### src/rtl/vx_fetch.sv
// vx_fetch: fetch stage behind the warp scheduler. Registers one I-cache request per cycle,
// parks warp metadata in a per-warp table, and re-joins it with the returned instruction word
// in a 2-entry output FIFO. Responses may arrive out of order across warps.
module vx_fetch #(
  parameter int unsigned NUM_WARPS   = 4,
  parameter int unsigned NUM_THREADS = 4,
  parameter int unsigned XLEN        = 32,
  parameter int unsigned UUID_WIDTH  = 44,
  localparam int unsigned NW_WIDTH   = (NUM_WARPS > 1) ? $clog2(NUM_WARPS) : 1
) (
  input  logic                   clk,
  input  logic                   reset_n,
  input  logic                   sched_valid,
  input  logic [NW_WIDTH-1:0]    sched_wid,
  input  logic [NUM_THREADS-1:0] sched_tmask,
  input  logic [XLEN-1:0]        sched_pc,
  input  logic [UUID_WIDTH-1:0]  sched_uuid,
  output logic                   sched_ready,
  output logic                   icache_req_valid,
  output logic [XLEN-3:0]        icache_req_addr,
  output logic [NW_WIDTH-1:0]    icache_req_tag,
  input  logic                   icache_req_ready,
  input  logic                   icache_rsp_valid,
  input  logic [31:0]            icache_rsp_data,
  input  logic [NW_WIDTH-1:0]    icache_rsp_tag,
  output logic                   icache_rsp_ready,
  output logic                   fetch_valid,
  output logic [NW_WIDTH-1:0]    fetch_wid,
  output logic [NUM_THREADS-1:0] fetch_tmask,
  output logic [XLEN-1:0]        fetch_pc,
  output logic [UUID_WIDTH-1:0]  fetch_uuid,
  output logic [31:0]            fetch_instr,
  input  logic                   fetch_ready,
  output logic [NUM_WARPS-1:0]   pending_mask,
  output logic                   tag_err,
  output logic                   busy
);

  localparam int unsigned META_W  = NUM_THREADS + XLEN + UUID_WIDTH;
  localparam int unsigned ENTRY_W = NW_WIDTH + META_W + 32;

  logic                 req_vld_q;
  logic [XLEN-3:0]      req_addr_q;
  logic [NW_WIDTH-1:0]  req_tag_q;
  logic [NUM_WARPS-1:0] pending_q, pending_d;
  logic                 tag_err_q;
  logic [META_W-1:0]    meta_q [NUM_WARPS];
  logic [ENTRY_W-1:0]   fifo_q [2];
  logic                 wr_ptr_q, rd_ptr_q;
  logic [1:0]           cnt_q;

  logic               sched_fire, rsp_fire, pop, fifo_empty, fifo_full, rsp_pending;
  logic [ENTRY_W-1:0] push_entry;
  logic               unused_pc_lsb;

  // PC byte offset is dropped: requests are word addresses.
  assign unused_pc_lsb = ^sched_pc[1:0];

  assign sched_ready      = ~req_vld_q | icache_req_ready;
  assign sched_fire       = sched_valid & sched_ready;
  assign fifo_empty       = (cnt_q == 2'd0);
  assign fifo_full        = (cnt_q == 2'd2);
  assign fetch_valid      = ~fifo_empty;
  assign pop              = fetch_valid & fetch_ready;
  // A full FIFO still takes a response when the head leaves in the same cycle.
  assign icache_rsp_ready = ~fifo_full | fetch_ready;
  assign rsp_fire         = icache_rsp_valid & icache_rsp_ready;
  assign rsp_pending      = pending_q[icache_rsp_tag];

  // Table read sees the pre-edge entry, so a same-cycle rewrite of that warp cannot leak in.
  assign push_entry = {icache_rsp_tag, meta_q[icache_rsp_tag], icache_rsp_data};

  assign icache_req_valid = req_vld_q;
  assign icache_req_addr  = req_addr_q;
  assign icache_req_tag   = req_tag_q;
  assign {fetch_wid, fetch_tmask, fetch_pc, fetch_uuid, fetch_instr} = fifo_q[rd_ptr_q];
  assign pending_mask     = pending_q;
  assign tag_err          = tag_err_q;
  assign busy             = (|pending_q) | req_vld_q | ~fifo_empty;

  // Request register: loads on accept, drains when the I-cache takes it.
  always_ff @(posedge clk or negedge reset_n) begin
    if (!reset_n) begin
      req_vld_q  <= 1'b0;
      req_addr_q <= '0;
      req_tag_q  <= '0;
    end else if (sched_fire) begin
      req_vld_q  <= 1'b1;
      req_addr_q <= sched_pc[XLEN-1:2];
      req_tag_q  <= sched_wid;
    end else if (icache_req_ready) begin
      req_vld_q  <= 1'b0;
    end
  end

  // Per-warp metadata; never read for a warp that was not accepted, so left unreset.
  always_ff @(posedge clk) begin
    if (sched_fire) meta_q[sched_wid] <= {sched_tmask, sched_pc, sched_uuid};
  end

  // Response retires the old fetch first; a same-cycle accept of that warp sets it again.
  always_comb begin
    pending_d = pending_q;
    if (rsp_fire)   pending_d[icache_rsp_tag] = 1'b0;
    if (sched_fire) pending_d[sched_wid]      = 1'b1;
  end

  // Pending mask and sticky tag error.
  always_ff @(posedge clk or negedge reset_n) begin
    if (!reset_n) begin
      pending_q <= '0;
      tag_err_q <= 1'b0;
    end else begin
      pending_q <= pending_d;
      if (rsp_fire && !rsp_pending) tag_err_q <= 1'b1;
    end
  end

  // Two-entry output FIFO in response-arrival order.
  always_ff @(posedge clk or negedge reset_n) begin
    if (!reset_n) begin
      for (int i = 0; i < 2; i++) fifo_q[i] <= '0;
      wr_ptr_q <= 1'b0;
      rd_ptr_q <= 1'b0;
      cnt_q    <= 2'd0;
    end else begin
      if (rsp_fire) begin
        fifo_q[wr_ptr_q] <= push_entry;
        wr_ptr_q         <= ~wr_ptr_q;
      end
      if (pop) rd_ptr_q <= ~rd_ptr_q;
      cnt_q <= cnt_q + {1'b0, rsp_fire} - {1'b0, pop};
    end
  end

  // Scheduler must not re-issue a warp while its fetch is in flight, unless that warp's
  // response retires the old fetch in the same cycle.
  a_no_double_issue: assert property (@(posedge clk) disable iff (!reset_n)
    sched_fire |-> (!pending_q[sched_wid] || (rsp_fire && (icache_rsp_tag == sched_wid))));

endmodule

### config.mk
export PLATFORM = sky130hd
export DESIGN_NAME = vx_fetch
export DESIGN_NICKNAME = d
export VERILOG_FILES = /design/src/rtl/vx_fetch.sv
export SDC_FILE = /design/constraint.sdc
export NUM_CORES = 1
export LEC_CHECK = 0
export CAP_MARGIN = 20
export CORE_MARGIN = 4
export CORE_UTILIZATION = 56
export DETAILED_ROUTE_END_ITERATION = 10
export PLACE_DENSITY = 0.8
export SETUP_SLACK_MARGIN = 0.4
export SYNTH_ARGS = -nofsm -noshare
export SYNTH_HDL_FRONTEND = slang
export SYNTH_SLANG_ARGS = --single-unit
export TNS_END_PERCENT = 100
### constraint.sdc
create_clock -name clk -period 5.4 [get_ports clk]
set_input_delay 1.35 -clock clk [delete_from_list [all_inputs] [get_ports clk]]
set_output_delay 1.35 -clock clk [all_outputs]
set_load 0.005 [all_outputs]
==> results of run 1 <==
-- layer usage --
| layer | part of all wire | wire length, um | vias to the layer above |
|---|---|---|---|
| met5 | 0 | 0 | - |
| met4 | 0.016 | 760 | 0 |
| met3 | 0.058 | 2730 | 59 |
| met2 | 0.52 | 24600 | 251 |
| met1 | 0.41 | 19100 | 6101 |
| li1 | - | - | 5055 |
-- layout make-up --
cell class                      instances  area, um2
Inverter                                2       7.51
Multi-Input combinational cell        493       6560
Clock buffer                           76       1600
Antenna cell                            1       2.50
Fill cell                            2585      12400
Timing Repair Buffer                  297       3050
Clock inverter                         33        318
Sequential cell                       590      16400
Tap cell                              532        666
-- power breakdown --
group	total (mW)	switching, mW	internal (mW)
logic	4.64	1.60	3.03
registers	6.35	0.574	5.77
clock network	4.00	1.63	2.37
total	15.0	3.81	11.2
-- critical path, stage by stage --
cell and delay, ps:
clkdlybuf4s50_1 490, or3b_1 530, clkdlybuf4s50_1 510
-- cell families (layout without fill, tap and decap cells) --
family,Yosys count,after routing,share of synthesized area
DFF,590,590,0.703
muxes,454,454,0.269
buffers and inverters,66,408,0.0167
and+or+nand+nor,26,26,0.00688
AOI/OAI and AO/OA,8,8,0.00253
xor gates and xnor gates,4,4,0.00151
adders and majority gates,1,1,0.000538
other,0,1,0
-- cell usage after synthesis (3+ instances only) --
master / count / share of area
buf_8: 7 / 0.0045
mux2_4: 60 / 0.039
mux2_2: 313 / 0.15
clkbuf_1: 25 / 0.0040
nor2_1: 3 / 0.00048
buf_4: 6 / 0.0019
nand2_1: 4 / 0.00065
mux4_2: 81 / 0.078
dfrtp_1: 270 / 0.29
edfxtp_1: 320 / 0.41
xnor2_1: 3 / 0.0011
nand3_1: 3 / 0.00065
buf_1: 5 / 0.00081
nand2b_1: 3 / 0.00081
buf_2: 19 / 0.0041
-- stage by stage --
| step | setup slack, ps | cells | util |
|---|---|---|---|
| 2_1_floorplan | 738 | 1149 | - |
| 3_3_place_gp | 1220 | 1914 | 0.651 |
| 3_5_place_dp | 1180 | 1914 | 0.651 |
| 4_1_cts | 1180 | 2023 | 0.698 |
| 5_1_grt | 1140 | 2024 | 0.698 |
| 6_report | 1170 | 2024 | 0.698 |
-- final timing paths --
path,from,endpoint,slack [ps],cells past startpoint
max,fetch_ready,icache_rsp_ready,1170,3
min,fifo_q[214]$_DFFE_PN0P_,fifo_q[214]$_DFFE_PN0P_,500,1
max reg2reg,cnt_q[0]$_DFF_PN0_,fifo_q[56]$_DFFE_PN0P_,2830,4
min reg2reg,fifo_q[214]$_DFFE_PN0P_,fifo_q[214]$_DFFE_PN0P_,500,1
max in group asynchronous,reset_n,fifo_q[58]$_DFFE_PN0P_,3520,2
min in group asynchronous,reset_n,fifo_q[50]$_DFFE_PN0P_,770,1
-- state kept, by name, summed over array words and instances (netlist names) --
signal / cells
pending_mask: 4
cnt_q: 2
fifo_q: 228
icache_req_tag: 2
rd_ptr_q: 1
icache_req_addr: 30
meta_q: 320
wr_ptr_q: 1
icache_req_valid: 1
tag_err: 1
==> impl_metrics.csv, run 1 <==
group,metric,value,unit
global_route,grt_use_met3,0.0467,
synthesis,synth_async_sr_flop_share,0.458,
clocking,clock_latency,600,ps
floorplan,die_x,212,um
clocking,numCtsBuffers,58,
clocking,cts_resized,0,
sta,fin_crit,4230,ps
sta,hold_violations,0,
clocking,cts_root_buffer,"clkbuf_16",
synthesis,synth_cell_types,36,
critical_path,worstPathRequired,4050,ps
place,place_area,26600,um2
pwr,finalPower,15.0,mW
sta,grt_setup_unrepaired,"false",
synthesis,synth_ff_type,"edfxtp_1",
critical_path,critPathMaxFanout,8,
floorplan,num_rows,74,
pwr,power_density,524,nW/um2
global_route,grt_max_degree,113,
global_route,antenna_found_initial,1,
sta,worstMarginPinSlew,982,ps
pwr,vdd_drop_max,0.368,mV
global_route,first_global_vias,12700,
global_route,gr-usage-all-layers,0.214,
routing,drtIter0Drc,656,
synthesis,avgSynthCellArea,20.3,um2
critical_path,arrival,2880,ps
critical_path,crit_type,"in -> out",
critical_path,critPathLaunchType,"input pin",
clocking,holdBufCountCts,0,
clocking,cts_tree,"done",
worst_hold_path,hp-class,"reg -> reg",
floorplan,dieHeight,212,um
critical_path,end_kind,"output port",
pwr,leakage,10.6,nW
global_route,use_met2,0.370,
global_route,busiest_layer,"met2",
synthesis,yosys_warnings,0,
sta,drv_slew,0,
floorplan,design.core.area,40900,um2
synthesis,ys_ff_latch,590,
job,max_cap_viol_count,0,
layout,mostFrequentLayoutCells,"edfxtp_1, mux2_2, clkdlybuf4s50_1",
synthesis,synthCells,1149,
layout,syn_to_final_growth,22.8,%
synthesis,yosysSeqAreaShare,0.703,
clocking,clk_pin_slew,60,ps
sta,setup_tns,0,ps
sta,fin_crit_sh,0.783,
global_route,grt_pass1_wl,73700,um
sta,finClkSkew,11.2,ps
routing,vias,11500,
floorplan,io_pins,278,
synthesis,syn_nets,1272,
routing,totalWireLength,47200,um
floorplan,die_area,44900,um2
clocking,ctsHtreeMaxLevel,2,
sta,relSlewSlack,0.345,
sta,fmax,0.236,GHz
synthesis,syn_area,23300,um2
routing,drc,0,
place,place_congestion,0.726,
layout,fin_nets,1565,
clocking,post_cts_buffers,0,
floorplan,start_util,0.569,
layout,layout_commonest_cell,"edfxtp_1",
routing,ant_nets,0,
global_route,grt_use_met1,0.280,
synthesis,synth-edff-count,320,
layout,layout-drive-gt1-share,0.383,
routing,avgViaCountPerCell,5.67,
place,dpl.hpwl,28200,um
place,portBuffers,277,
sta,setup_viol_count_final,0,
run_status,status,"complete, no violations",
global_route,grt-ovfl-total,0,
sta,whs,501,ps
clocking,cts.sinks,590,
clocking,cts_max_path_buffers,3,
routing,routedWlPerCell,23.3,um
routing,dr.pass1.iters,5,
layout,final_cell_area,28600,um2
No activity file was read; power rests on OpenSTA's default activity.
==> run 2: changes to the inputs <==
- CORE_UTILIZATION: 56 -> 50
- PLACE_DENSITY: 0.8 -> 0.76
- clock period: 5.4 -> 3.6 ns (I/O delays scaled with it)
==> run 2 against run 1 <==
Compared with the run above: sequential share of layout area fell by 1.5 points; via count rose by 0.91%; die area rose by 12%; cell count rose by 5.2%; hold slack got worse by 250 ps; largest cell class unchanged; largest power group unchanged.
==> impl_metrics.csv, run 2 (synthesized netlist as in run 1, its figures left out) <==
group,metric,value,unit
critical_path,r2r_end,"fifo_q[131]$_DFFE_PN0P_",
global_route,grt_pass1_wl,75400,um
place,preCtsSetupSlack,481,ps
sta,setup_tns,0,ps
place,place_area,27000,um2
floorplan,die_area,50100,um2
layout,final_cell_area,29300,um2
floorplan,dieHeight,224,um
routing,drc,0,
global_route,grt_max_degree,82,
job,max_cap_viol_count,0,
layout,finalCoreUtilization,0.642,
sta,fin_crit_sh,0.883,
critical_path,ff2ff_path_depth,5,
place,place_congestion,0.737,
routing,drtIter0Drc,578,
critical_path,arrival,2280,ps
floorplan,design.core.area,45700,um2
sta,whs,254,ps
routing,avgViaCountPerCell,5.43,
sta,fmax,0.314,GHz
sta,hold_violations,0,
routing,ant_nets,0,
place,dp.cells,1995,
routing,vias,11600,
critical_path,critPathLaunchType,"register",
global_route,antenna_found_initial,1,
layout,layout_commonest_cell,"edfxtp_1",
floorplan,die_x,224,um
critical_path,critPathMaxFanout,12,
layout,regMostFlops,"meta_q",
floorplan,start_util,0.509,
layout,largest_reg_flops,320,
global_route,grt-ovfl-total,0,
routing,dr.pass1.iters,5,
clocking,clock_latency,610,ps
sta,worstMarginPinSlew,724,ps
routing,totalWireLength,49700,um
pwr,leakage,11.1,nW
clocking,ctsHtreeMaxLevel,2,
place,portBuffers,277,
clocking,numCtsBuffers,60,
run_status,status,"complete, no violations",
sta,setup_viol_count_final,0,
clocking,cts_max_path_buffers,3,
sta,grt_setup_unrepaired,"true",
layout,layout-drive-gt1-share,0.398,
layout,syn_to_final_growth,26.0,%
critical_path,worstReg2RegStart,"cnt_q[1]$_DFF_PN0_",
pwr,finalPower,23.1,mW
place,dpl.hpwl,28600,um
critical_path,r2r_slack,1500,ps
sta,fin_ws,420,ps
clocking,clk_pin_slew,60,ps
floorplan,io_pins,278,
sta,drv_slew,0,
pwr,power_density,788,nW/um2
global_route,gr-usage-all-layers,0.194,
floorplan,num_rows,78,
critical_path,crit_type,"reg -> out",
worst_hold_path,hp-class,"in -> async",
layout,instances_no_fill,2130,
sta,fin_crit,3180,ps
layout,mostFrequentLayoutCells,"edfxtp_1, mux2_2, dfrtp_1",
sta,relSlewSlack,0.517,
layout,antennaDiodeCount,0,
clocking,cts_root_buffer,"clkbuf_16",
pwr,vdd_drop_max,0.420,mV
layout,fin_nets,1601,
routing,routedWlPerCell,23.3,um
sta,finClkSkew,21.3,ps
clocking,cts.sinks,590,
critical_path,worstPathRequired,2700,ps
global_route,first_global_vias,12900,
critical_path,end_kind,"output port",
clocking,cts_tree,"done",
run 2: changes by cell type in the layout (fill, tap and decap cells not counted), sizes merged, moves of 2 or more:
| cell | previous run | this run |
|---|---|---|
| clkbuf | 76 | 101 |
| bufinv | 6 | 3 |
| dlygate4sd2 | 0 | 15 |
| buf | 23 | 53 |
| clkinv | 24 | 10 |
| clkinvlp | 0 | 2 |
| dlymetal6s2s | 0 | 17 |
| clkdlybuf4s50 | 274 | 242 |
| inv | 5 | 3 |
run 2: layout make-up:
cell class / count / area, um2
clock buffers: 98 / 1840
clock inverters: 16 / 170
fillers: 3154 / 16400
inverters: 2 / 7.51
multi-input cells: 493 / 6560
flip-flops and latches: 590 / 16400
well taps: 600 / 751
repair buffers: 331 / 3620
run 2: worst max path at each step:
stage	endpoint	from	cells past startpoint	slack (ps)
after CTS	fetch_pc[12]	rd_ptr_q$_DFFE_PN0P_	3	290
after detailed placement	icache_rsp_ready	fetch_ready	3	480
after global placement	icache_rsp_ready	fetch_ready	3	480
after floorplan	meta_q[3][0]$_DFFE_PP_	icache_req_ready	5	650
after global routing	fetch_instr[22]	rd_ptr_q$_DFFE_PN0P_	4	360
final	fetch_tmask[0]	rd_ptr_q$_DFFE_PN0P_	4	420
run 2: metal layers:
metal | track usage | vias up | routed length, um
met5 | 0 | - | 12
met4 | 0.0499 | 2 | 846
met3 | 0.0491 | 60 | 3040
met2 | 0.338 | 272 | 25700
met1 | 0.247 | 6101 | 20100
li1 | - | 5135 | -
run 2: what timing repair did:
item,4_1_cts,5_1_grt
endpoints found under the setup margin,94,90
endpoints found under the hold margin,0,0
resized for setup,17,21
hold buffers,0,0
setup buffers,6,7
gates cloned,2,6
run 2: where the power goes:
group	leakage [nW]	switching (mW)	internal, mW	total, mW
logic	4.01	2.68	4.81	7.49
clock network	0.979	2.50	3.70	6.19
registers	6.08	0.757	8.66	9.42
run 2: critical path, stage by stage (launching register included):
cell	delay (ps)
dfrtp_4	500
buf_12	160
clkbuf_16	190
mux2_2	370
clkdlybuf4s50_1	450
==> run 3: changes to the inputs <==
--- a/config.mk
+++ b/config.mk
@@ -9,5 +9,5 @@
 export CORE_MARGIN = 4
-export CORE_UTILIZATION = 50
+export CORE_UTILIZATION = 60
 export DETAILED_ROUTE_END_ITERATION = 10
-export PLACE_DENSITY = 0.76
+export PLACE_DENSITY = 0.85
 export SETUP_SLACK_MARGIN = 0.4
==> constraint.sdc (replaced) <==
create_clock -name clk -period 3.8 [get_ports clk]
set_input_delay 0.38 -clock clk [delete_from_list [all_inputs] [get_ports clk]]
set_output_delay 0.38 -clock clk [all_outputs]
set_load 0.005 [all_outputs]
==> run 3 against run 2 <==
Compared with the run above: non-clock buffer count shrank 30; hold slack gained 63 ps; via count grew 0.90%; routed wire length shrank 3.4%; clock power shrank 6.6%; highest routed layer unchanged; clock-buffer cell count shrank 10; power shrank 7.1%; setup slack gained 400 ps; die area shrank 16%; flip-flop and latch count is the same.
==> impl_metrics.csv, run 3 (synthesized netlist as in run 1, its figures left out) <==
group,metric,value,unit
global_route,grt-ovfl-total,0,
critical_path,worstPathRequired,3420,ps
layout,seq_area,16400,um2
floorplan,dieHeight,205,um
worst_hold_path,hold_end,"fifo_q[112]$_DFFE_PN0P_",
sta,relSlewSlack,0.493,
sta,setup_viol_count_final,0,
sta,fin_crit,2980,ps
routing,avgViaCountPerCell,5.82,
sta,hold_violations,0,
clocking,cts_root_buffer,"clkbuf_16",
critical_path,ff2ff_path_depth,4,
sta,worstMarginPinSlew,760,ps
layout,layout-drive-gt1-share,0.387,
critical_path,r2r_end,"fifo_q[50]$_DFFE_PN0P_",
clocking,ctsHtreeMaxLevel,2,
clocking,post_cts_buffers,0,
clocking,cts_tree,"done",
place,place_congestion,0.730,
place,portBuffers,277,
global_route,grt_pass1_wl,75000,um
routing,totalWireLength,48000,um
clocking,clock_latency,600,ps
critical_path,worstReg2RegStart,"cnt_q[0]$_DFF_PN0_",
routing,routed.top_layer,"met5",
sta,fmax,0.335,GHz
clocking,cts.sinks,590,
clocking,cts_max_path_buffers,3,
floorplan,num_rows,71,
floorplan,die_x,205,um
layout,largest_reg_flops,320,
critical_path,crit_type,"reg -> out",
layout,mostFrequentLayoutCells,"edfxtp_1, mux2_2, clkdlybuf4s50_1",
sta,drv_slew,0,
routing,drtIter0Drc,666,
clocking,clk_pin_slew,60,ps
layout,instances_no_fill,2006,
pwr,leakage,10.6,nW
routing,route.met3.wl,3090,um
layout,fin_nets,1568,
routing,wl_met2,25100,um
sta,finClkSkew,16.2,ps
global_route,grt_max_degree,97,
floorplan,design.core.area,37900,um2
routing,wl_met1,19000,um
global_route,first_global_vias,13000,
critical_path,critPathLaunchType,"register",
layout,syn_to_final_growth,22.9,%
global_route,gr-usage-all-layers,0.233,
worst_hold_path,hp-class,"in -> reg",
job,max_cap_viol_count,0,
critical_path,arrival,2600,ps
pwr,power_density,751,nW/um2
run_status,status,"complete, no violations",
floorplan,die_area,42000,um2
layout,fillers,2162,
floorplan,start_util,0.613,
routing,drc,0,
routing,ant_nets,0,
worst_hold_path,hold_depth,2,
critical_path,critPathMaxFanout,46,
routing,dr.pass1.iters,5,
critical_path,end_kind,"output port",
pwr,vdd_drop_max,0.525,mV
critical_path,r2r_slack,1520,ps
clocking,numCtsBuffers,57,
sta,grt_setup_unrepaired,"false",
global_route,antenna_found_initial,5,
layout,layout_commonest_cell,"edfxtp_1",
layout,multiInputGateArea,6560,um2
place,dp.cells,1896,
place,dpl.hpwl,28600,um
worst_hold_path,hold_start,"icache_rsp_tag[0]",
floorplan,io_pins,278,
sta,fin_crit_sh,0.785,
routing,routedWlPerCell,23.9,um
layout,regMostFlops,"meta_q",
sta,setup_tns,0,ps
routing,vias,11700,
[run 3: where the power goes]
part	switching (mW)	internal, mW
sequential	0.753	8.21
combinational	2.43	4.31
clock	2.31	3.47
[run 3: cell type report]
class / count / share of cell area
repair buffers: 301 / 0.107
inverters: 2 / 0.000263
well taps: 511 / 0.0224
diodes: 1 / 0.0000875
clock buffers: 88 / 0.0593
multi-input cells: 493 / 0.229
clock inverters: 20 / 0.00893
flip-flops and latches: 590 / 0.572
[run 3: timing repair]
item	4_1_cts	5_1_grt
hold buffers	1	0
gates resized for setup	0	0
endpoints found under the hold margin	83	0
[run 3: worst max path at each step]
stage | start | to | slack, ps | cells after the start
global placement | fetch_ready | fifo_q[44]$_DFFE_PN0P_ | 1190 | 5
finish | rd_ptr_q$_DFFE_PN0P_ | fetch_pc[25] | 820 | 3
CTS | rd_ptr_q$_DFFE_PN0P_ | fetch_pc[25] | 790 | 3
global route | rd_ptr_q$_DFFE_PN0P_ | fetch_pc[25] | 740 | 3
detailed placement | fetch_ready | fifo_q[55]$_DFFE_PN0P_ | 1130 | 5
floorplan | icache_req_ready | meta_q[1][0]$_DFFE_PP_ | 600 | 3
[run 3: per-stage QoR]
stage,hold slack [ps],utilization,setup slack [ps],total power [mW],instance area (um2)
after global placement,415,0.702,1190,15.5,26600
after CTS,297,0.754,790,21.7,28600
after floorplan,84.4,-,602,12.5,23300
final,317,0.754,817,21.5,28600
after detailed placement,414,0.702,1130,15.8,26600
after global routing,326,0.754,743,22.5,28600
[run 3: worst max-delay path: stages, from the launching register on]
cell and delay (ps):
dfrtp_4 420, buf_4 600, mux2_2 420, clkdlybuf4s50_1 550
[run 3: per-layer routing]
layer,vias up,track usage
met5,-,0
met4,8,0.0584
met3,72,0.0541
met2,343,0.406
met1,6197,0.301
li1,5054,-
